--- src/rtl/iomem_gpio_bank.sv ---
// GPIO bank on the picosoc iomem bus: direction control, synchronised inputs,
// atomic set/clear, and edge interrupts with write-1-to-clear pending bits.
module iomem_gpio_bank #(
    parameter int unsigned GPIO_WIDTH  = 32,
    parameter logic [7:0]  BASE_ADDR   = 8'h03,
    parameter int unsigned SYNC_STAGES = 2
) (
    input  logic                  clk,
    input  logic                  reset,
    input  logic                  iomem_valid,
    output logic                  iomem_ready,
    input  logic [3:0]            iomem_wstrb,
    input  logic [31:0]           iomem_addr,
    input  logic [31:0]           iomem_wdata,
    output logic [31:0]           iomem_rdata,
    input  logic [GPIO_WIDTH-1:0] gpio_in,
    output logic [GPIO_WIDTH-1:0] gpio_out,
    output logic [GPIO_WIDTH-1:0] gpio_oe,
    output logic                  irq
);

    localparam int unsigned W = GPIO_WIDTH;
    localparam logic [2:0] ARM_DONE = 3'(SYNC_STAGES + 1);

    logic [W-1:0]  sync_q [SYNC_STAGES];
    logic [W-1:0]  prev_q, out_q, dir_q, rise_en_q, fall_en_q, pend_q;
    logic [W-1:0]  out_d, dir_d, rise_en_d, fall_en_d, pend_d;
    logic [W-1:0]  sync, rise, fall, events, wmask, wd, w1c;
    logic [31:0]   lane_mask, rd_val;
    logic [2:0]    arm_cnt_q, offs;
    logic          ready_q, irq_q, sel, wr, armed;
    logic [31:0]   rdata_q;
    logic          unused_addr;

    assign unused_addr = ^{iomem_addr[23:5], iomem_addr[1:0], iomem_wdata};

    assign sync  = sync_q[SYNC_STAGES-1];
    assign rise  = sync & ~prev_q;
    assign fall  = ~sync & prev_q;
    // Edges are ignored until the synchroniser has flushed post-reset zeros.
    assign armed = (arm_cnt_q == ARM_DONE);

    assign sel  = iomem_valid && !ready_q && (iomem_addr[31:24] == BASE_ADDR);
    assign wr   = sel && (iomem_wstrb != 4'b0000);
    assign offs = iomem_addr[4:2];

    assign lane_mask = {{8{iomem_wstrb[3]}}, {8{iomem_wstrb[2]}},
                        {8{iomem_wstrb[1]}}, {8{iomem_wstrb[0]}}};
    assign wmask = lane_mask[W-1:0];
    assign wd    = iomem_wdata[W-1:0] & wmask;

    always_comb begin
        events = '0;
        if (armed) begin
            events = (rise & rise_en_q) | (fall & fall_en_q);
        end
    end

    always_comb begin
        out_d     = out_q;
        dir_d     = dir_q;
        rise_en_d = rise_en_q;
        fall_en_d = fall_en_q;
        w1c       = '0;
        if (wr) begin
            case (offs)
                3'd0: out_d     = (out_q & ~wmask) | wd;
                3'd2: dir_d     = (dir_q & ~wmask) | wd;
                3'd3: out_d     = out_q | wd;
                3'd4: out_d     = out_q & ~wd;
                3'd5: rise_en_d = (rise_en_q & ~wmask) | wd;
                3'd6: fall_en_d = (fall_en_q & ~wmask) | wd;
                3'd7: w1c       = wd;
                default: ;
            endcase
        end
        // A new event outranks a simultaneous clear of the same bit.
        pend_d = (pend_q & ~w1c) | events;
    end

    always_comb begin
        rd_val = '0;
        case (offs)
            3'd0: rd_val[W-1:0] = out_q;
            3'd1: rd_val[W-1:0] = sync;
            3'd2: rd_val[W-1:0] = dir_q;
            3'd5: rd_val[W-1:0] = rise_en_q;
            3'd6: rd_val[W-1:0] = fall_en_q;
            3'd7: rd_val[W-1:0] = pend_q;
            default: rd_val = '0;
        endcase
    end

    always_ff @(posedge clk) begin
        if (reset) begin
            for (int i = 0; i < int'(SYNC_STAGES); i++) sync_q[i] <= '0;
            prev_q    <= '0;
            out_q     <= '0;
            dir_q     <= '0;
            rise_en_q <= '0;
            fall_en_q <= '0;
            pend_q    <= '0;
            irq_q     <= 1'b0;
            ready_q   <= 1'b0;
            rdata_q   <= '0;
            arm_cnt_q <= '0;
        end else begin
            sync_q[0] <= gpio_in;
            for (int i = 1; i < int'(SYNC_STAGES); i++) sync_q[i] <= sync_q[i-1];
            prev_q    <= sync;
            out_q     <= out_d;
            dir_q     <= dir_d;
            rise_en_q <= rise_en_d;
            fall_en_q <= fall_en_d;
            pend_q    <= pend_d;
            irq_q     <= |pend_q;
            ready_q   <= sel;
            if (sel) rdata_q <= rd_val;
            if (!armed) arm_cnt_q <= arm_cnt_q + 3'd1;
        end
    end

    assign iomem_ready = ready_q;
    assign iomem_rdata = rdata_q;
    assign gpio_out    = out_q;
    assign gpio_oe     = dir_q;
    assign irq         = irq_q;

endmodule
--- config.mk ---
export PLATFORM = sky130hd
export DESIGN_NAME = iomem_gpio_bank
export DESIGN_NICKNAME = d
export VERILOG_FILES = /design/src/rtl/iomem_gpio_bank.sv
export SDC_FILE = /design/constraint.sdc
export NUM_CORES = 1
export LEC_CHECK = 0
export ABC_AREA = 1
export BUFFER_PORTS_ARGS = -buffer_cell sky130_fd_sc_hd__buf_4
export CORE_ASPECT_RATIO = 1.75
export CORE_MARGIN = 2
export CORE_UTILIZATION = 42
export CTS_CLUSTER_DIAMETER = 100
export CTS_CLUSTER_SIZE = 28
export DETAILED_ROUTE_END_ITERATION = 10
export SYNTH_ARGS = -nofsm -noshare
export SYNTH_HDL_FRONTEND = slang
export SYNTH_SLANG_ARGS = --single-unit
--- constraint.sdc ---
create_clock -name clk -period 4.15 [get_ports clk]
set_input_delay 0.6225 -clock clk [delete_from_list [all_inputs] [get_ports clk]]
set_output_delay 0.6225 -clock clk [all_outputs]
set_load 0.05 [all_outputs]
### Word-level counts from Yosys, hierarchy flattened

Memories as Yosys holds them, arrays and structs flattened.
Index checks and enable logic that the tools add are counted.

* register bits after elaboration: 229
* bits in latches: 0
* bits in writable memories: 64
* bits in read-only memories: 0
* bits of input ports: 103
* word-level logic and storage cells: 68
* memories kept: 1

* add/sub/neg operators: 1
* multiply operators: 0
* div/mod/pow operators: 0
* order comparisons: 0
* equal/unequal tests: 9
* shift-type cells: 0
* multiplexer cells: 10
* bitwise gates (word level): 25
* reduce and logical (&&, ||, !) cells: 12

Memory list
* sync_q: words 2, width 32, rd ports 2, clocked after Yosys merged registers in 0, wr ports 2, line 25 `logic [W-1:0] sync_q [SYNC_STAGES];`

Operators by type and width (number)
* $and A32 B32 Y32: 11
* $or A32 B32 Y32: 7
* $pmux W32 S6: 1
* $mux W32: 5
* $not A32 Y32: 5
* $pmux W32 S3: 1
* $reduce_or A32 Y1: 1
* $eq A3 B3 Y1 const B: 4
* $eq A3 B2 Y1 const B: 3
* $eq A8 B2 Y1 const B: 1
* $reduce_and A2 Y1: 4
* $reduce_bool A4 Y1: 1
* $add A3 B1 Y3 const B: 1
* $eq A3 B1 Y1 const B: 1
* $logic_and A1 B1 Y1: 3
* $logic_not A3 Y1: 1
* $mux W1: 3
* $reduce_bool A3 Y1: 1
* $or A1 B1 Y1: 2
* $logic_not A1 Y1: 1

### Longest topological paths before layout

Gate-level depths: netlist of run 1.

* depth after elaboration: 8
* depth in mapped cells: 11
* mapped depth without buffers: 9

### Worst setup path after synthesis of run 1

OpenSTA, ideal clock, no wires.

* kind: input to register
* start: in iomem_addr[2]
* end: reg (tool-made name)
* library setup time: 110 ps
* arrival: 1713 ps
* required time: 4040 ps
* path slack: 2327 ps
* stages: 9
* buffers on the path: 3
* cell sequence: buf_2 -> inv_2 -> buf_4 -> nand3_2 -> nor2_1 -> buf_2 -> nand3_1 -> nand2_1 -> nor2_1

RTL lines
* from (decl): line 13 `input logic [31:0] iomem_addr,`

==> flow_metrics.tcl, run 1 <==
set metrics [dict create \
    synth_top_family_by_area "simple AND/OR/NAND/NOR gates" \
    num_antenna_cells 0 \
    setup-tns-final_ns 0 \
    final_hold_viol_count 0 \
    yosys_most_used_dff "dfxtp_1" \
    wl_per_cell_um 17.9 \
    slew_headroom_pct 25.5 \
    p_total_mw 4.99 \
    synth_top_cell_area_share_pct 40.4 \
    fin_skew_ns 0.0311 \
    clk_latency_ns 0.53 \
    clockRootBuffer "clkbuf_16" \
    period_needed_ns 2.51 \
    fillers 3669 \
    ys_async_sr_fraction_pct 0 \
    antenna_left 0 \
    ys_warn_count 0 \
    core-area_mm2 0.0343 \
    num_rows 90 \
    grt_pass1_wl_um 77700 \
    powerDensity_mw_per_mm2 301 \
    path_cells "buf_4, nor2_1, nand2_1, nand3_1, nor2_2, buf_4, nand3_1, nand2_1, nor2_1" \
    dp_hpwl_um 32800 \
    yosysMostFrequentCell "nand2_1" \
    holdWs_ns 0.287 \
    reg2reg_slack_ns 1.65 \
    synth.net_count 2398 \
    yosysSeqAreaShare_pct 40.4 \
    num-nets-final 2490 \
    dieArea_mm2 0.0362 \
    synth_area_leaders "dfxtp_1, nand2_1, inv_1" \
    grt_pass1_vias 14200 \
    syn-cell-area_mm2 0.0145 \
    synth_xor_area_share_pct 0.0603 \
    wl_um 50900 \
    area_growth_pct 14.1 \
    cp_slowest_cell "nor2_2" \
    cp.required_ns 4.57 \
    peakVddDrop_mv 0.311 \
    hold_class "in2reg" \
    ys_types 27 \
    cap_violations 0 \
    cts_tree "built" \
    status "complete, no violations" \
    hold_path_startpoint "gpio_in[26]" \
    gr-total-overflow 0 \
    htree_num_levels 1 \
    drc_errors 0 \
    drive_gt1_share_pct 11.2 \
    clock_sinks 293 \
    cts-resized-gates 0 \
    p_leak_nw 7.30 \
    firstDrtPassIters 5 \
    yosys.area_share.simple_pct 36.1 \
    critPathCaptureType "flip-flop" \
    synth_top_area_cell "dfxtp_1" \
    slowest_delay_ns 0.81 \
    slew_violations 0 \
    cp.arrival_ns 2.93 \
    die_y_um 250 \
    r2r_start "iomem_ready" \
    synthAdderAreaFrac_pct 0.172 \
    syn_inst 2293 \
    fmax_ghz 0.398 \
    synth_compound_area_share_pct 9.06 \
    tightestPinTransition_ns 1.12 \
    crit_fanout 52 \
    fin_crit_sh_pct 60.6 \
    cts_hold_buf 0 \
    synthTopCellsByCount "nand2_1, inv_1, dfxtp_1, nor2_1, nand3_1" \
    place_congestion 0.881 \
    via_per_inst 5.26 \
    cts_made_buffers 14 \
    synthMuxAreaShare_pct 0 \
    min_to "sync_q[0][26]" \
    drtIter0Drc 1138 \
    numPortBuffers 179 \
    start_util_pct 42.3 \
    worstSetupPathType "in2reg" \
    min_path_cells 3 \
    rr_worst_depth 9 \
    postCtsSetupRepairBufs 0 \
    clock_path_buffers 3 \
    finalSetupViolCount 0 \
    ys_ff_latch 293 \
    rsz0062_at_grt "no" \
    syn_area_per_cell_um2 6.34 \
    synth_edf_count 0 \
    clkSlewWorstSetupHoldPaths_ns 0.12 \
    vias 15000 \
    grt_max_degree 196 \
    grtUsageTotal_pct 27.7 \
    die_w_um 145 \
    utilization_pct 48.3 \
    io_pins 201 \
    antenna_found_initial 0 \
    start_kind "input pin" \
]
## critical path: cells and delay by family
family | cells | cell delay (ns)
buffers and inverters | 2 | 0.86
and+or+nand+nor | 7 | 1.42
## power by group
group / internal (mW) / total [mW] / switching [mW]
Combinational: 0.130 / 0.486 / 0.357
Clock: 0.665 / 1.63 / 0.961
Sequential: 2.86 / 2.88 / 0.0181
Total: 3.65 / 4.99 / 1.34
## area by class of cell
class / count / area [µm²] / share of cell area (%)
Multi-Input combinational cell: 1462 / 6610 / 39.8
Tap cell: 460 / 576 / 3.47
Inverter: 397 / 1490 / 8.98
Clock buffer: 15 / 375 / 2.26
Timing Repair Buffer: 217 / 1660 / 10.0
Clock inverter: 1 / 16.3 / 0.0981
Sequential cell: 293 / 5870 / 35.4
## through the flow
stage / cells / instance area, µm² / setup WS (ns)
6_report: 2845 / 16600 / 1.64
5_1_grt: 2845 / 16600 / 1.42
4_1_cts: 2845 / 16600 / 1.69
3_5_place_dp: 2829 / 16200 / 1.14
3_3_place_gp: 2829 / 16200 / 1.14
2_1_floorplan: 2293 / 14500 / 2.33
## layer usage
layer / wire, µm / vias up / track usage (%)
met3: 3220 / 156 / 2.39
met4: 3020 / 0 / 15.8
met2: 24700 / 639 / 47.0
met5: 0 / - / 0
li1: - / 7314 / -
met1: 19900 / 6860 / 34.1
## logic make-up after synthesis
kind of cell	after synthesis
fa+ha+maj	2
compound gates	247
xor+xnor	1
flops	293
buf+inv	538
simple gates	1212
## how the worst max path moves through the flow
| stage | startpoint | end | slack [ns] | cells past startpoint |
|---|---|---|---|---|
| floorplan | iomem_addr[2] | flip-flop | 2.33 | 9 |
| global placement | iomem_wstrb[2] | flip-flop | 1.14 | 9 |
| detailed placement | iomem_wstrb[2] | flip-flop | 1.14 | 9 |
| CTS | iomem_wstrb[2] | flip-flop | 1.69 | 9 |
| global route | iomem_wstrb[2] | flip-flop | 1.42 | 9 |
| finish | iomem_wstrb[2] | flip-flop | 1.64 | 9 |
## cells in the final DEF (no fill, tap or decap), types with 4 or more instances in the layout
| master | count |
|---|---|
| inv_2 | 9 |
| inv_1 | 387 |
| buf_4 | 214 |
| a21oi_1 | 100 |
| nor2_2 | 9 |
| o21ai_0 | 90 |
| dfxtp_1 | 293 |
| o31ai_1 | 32 |
| nand3_1 | 230 |
| clkbuf_16 | 15 |
| nor2_1 | 278 |
| o21ai_1 | 25 |
| nand4_2 | 12 |
| nand4_1 | 95 |
| nand2_1 | 576 |
| nor4_1 | 4 |
Note: power is estimated with default switching activity, not from simulation.
==> inputs of run 2 (changes only) <==
==> constraint.sdc (replaced) <==
create_clock -name clk -period 2.2 [get_ports clk]
set_input_delay 0.33 -clock clk [delete_from_list [all_inputs] [get_ports clk]]
set_output_delay 0.33 -clock clk [all_outputs]
set_load 0.05 [all_outputs]
==> run 2 against run 1 <==
Against the previous run:
- sequential share of layout area shrank 0.79 points
- clock power is 87% higher
- worst setup slack lost 1.3 ns
- via count up 1.2%
- die area unchanged
- non-clock buffer count increased by 40
- count of clock-buffer cells in the layout unchanged
- design area up 2.3%
- clock skew down 0.0061 ns
- critical path depth decreased by 1
- largest power group unchanged
==> flow_metrics.tcl, run 2 (synthesis results as in run 1) <==
set metrics [dict create \
    status "complete, no violations" \
    clockRootBuffer "clkbuf_16" \
    antenna_found_initial 0 \
    final_common_cell "nand2_1" \
    firstDrtPassIters 7 \
    fin_crit_sh_pct 86.7 \
    grt_max_degree 97 \
    crit_fanout 8 \
    wl_per_cell_um 17.3 \
    dpl_cell_area_mm2 0.0164 \
    dr_wl_met2_um 25100 \
    antenna_left 0 \
    num_rows 90 \
    grt_pass1_vias 14100 \
    grt_pass1_wl_um 76900 \
    start_util_pct 42.3 \
    layout_common_cells "nand2_1, inv_1, dfxtp_1, nor2_1, buf_4" \
    dp_hpwl_um 33900 \
    clkSlewWorstSetupHoldPaths_ns 0.11 \
    core-area_mm2 0.0343 \
    dieArea_mm2 0.0362 \
    layout.cells.non_filler 2885 \
    p_leak_nw 7.50 \
    drc_errors 0 \
    slew_violations 0 \
    grtUsageTotal_pct 27.2 \
    slew_headroom_pct 53.9 \
    final_hold_viol_count 0 \
    finalSetupViolCount 0 \
    peakVddDrop_mv 0.627 \
    dp_cells 2852 \
    drtIter0Drc 1264 \
    via_per_inst 5.25 \
    cap_violations 0 \
    clock_path_buffers 3 \
    gr-total-overflow 0 \
    cts-resized-gates 0 \
    fin_skew_ns 0.0250 \
    area_growth_pct 16.7 \
    rsz0062_at_grt "no" \
    clk_latency_ns 0.53 \
    start_kind "flip-flop" \
    fmax_ghz 0.525 \
    clock_sinks 293 \
    finalInstanceArea_mm2 0.0170 \
    worstSetupPathType "reg2reg" \
    p_total_mw 9.44 \
    num-nets-final 2530 \
    tightestPinTransition_ns 0.686 \
    die_w_um 145 \
    cp.arrival_ns 2.36 \
    powerDensity_mw_per_mm2 557 \
    vias 15100 \
    dr.max_layer_used "met4" \
    dr_wl_met3_um 3080 \
    setup-tns-final_ns 0 \
    io_pins 201 \
    wl_um 50000 \
    period_needed_ns 1.91 \
    drive_gt1_share_pct 12.0 \
    die_y_um 250 \
    num_antenna_cells 0 \
    critPathCaptureType "flip-flop" \
    cts_made_buffers 14 \
    cp.required_ns 2.65 \
    place_congestion 0.867 \
    hold_class "in2reg" \
    cts_tree "built" \
    numPortBuffers 179 \
    drt-met1-wl_um 19600 \
    htree_num_levels 1 \
]
==> run 2: worst paths after layout <==
kind / start / endpoint / slack (ns) / depth (start not counted)
min: gpio_in[27] / sync_q[0][27] / 0.003 / 3
max reg2reg: iomem_ready / flip-flop / 0.29 / 8
min reg2reg: sync_q[0][19] / sync_q[0][51] / 0.41 / 2
max: iomem_ready / flip-flop / 0.29 / 8
==> run 2: repair_timing <==
action	4_1_cts	5_1_grt
hold endpoints to repair	18	0
endpoints found under the setup margin	0	0
setup buffers	0	0
hold buffers	17	0
==> run 2: worst max-delay path, stage by stage, from the launching register on <==
cell     delay [ns]
dfxtp_1        0.33
nor2_2         0.23
nand3_1        0.16
nor2_2         0.24
buf_4          0.24
nand4_2        0.33
nand2_1        0.17
inv_1          0.05
nor2_1         0.09
==> run 2: through the flow <==
| step | setup WS, ns | hold WS (ns) | utilization, % |
|---|---|---|---|
| 6_report | 0.293 | 0.00300 | 49.4 |
| 4_1_cts | 0.319 | 0.000260 | 49.4 |
| 2_1_floorplan | 0.589 | 0.388 | - |
| 3_5_place_dp | 0.256 | 0.392 | 47.8 |
| 3_3_place_gp | 0.271 | 0.389 | 47.8 |
| 5_1_grt | 0.180 | 0.00409 | 49.4 |
==> run 2: power breakdown <==
group | switching, mW | leakage, nW | total [mW] | internal [mW]
combinational | 0.672 | 4.93 | 0.965 | 0.293
clock | 1.80 | 0.192 | 3.05 | 1.25
sequential | 0.0328 | 2.38 | 5.42 | 5.39
==> run 2: final cells by class <==
type | count | area [µm²]
fill | 3615 | 17400
multi-input combinational | 1462 | 6610
sequential | 293 | 5870
timing repair buffer | 257 | 2040
inverter | 397 | 1490
tap | 460 | 576
clock buffer | 15 | 375
clock inverter | 1 | 16.3
==> run 2: per-layer routing <==
layer	GRT usage (%)	vias up
met4	11.6	0
met2	47.8	607
met3	2.50	123
met1	33.5	7018
li1	-	7399
met5	0	-
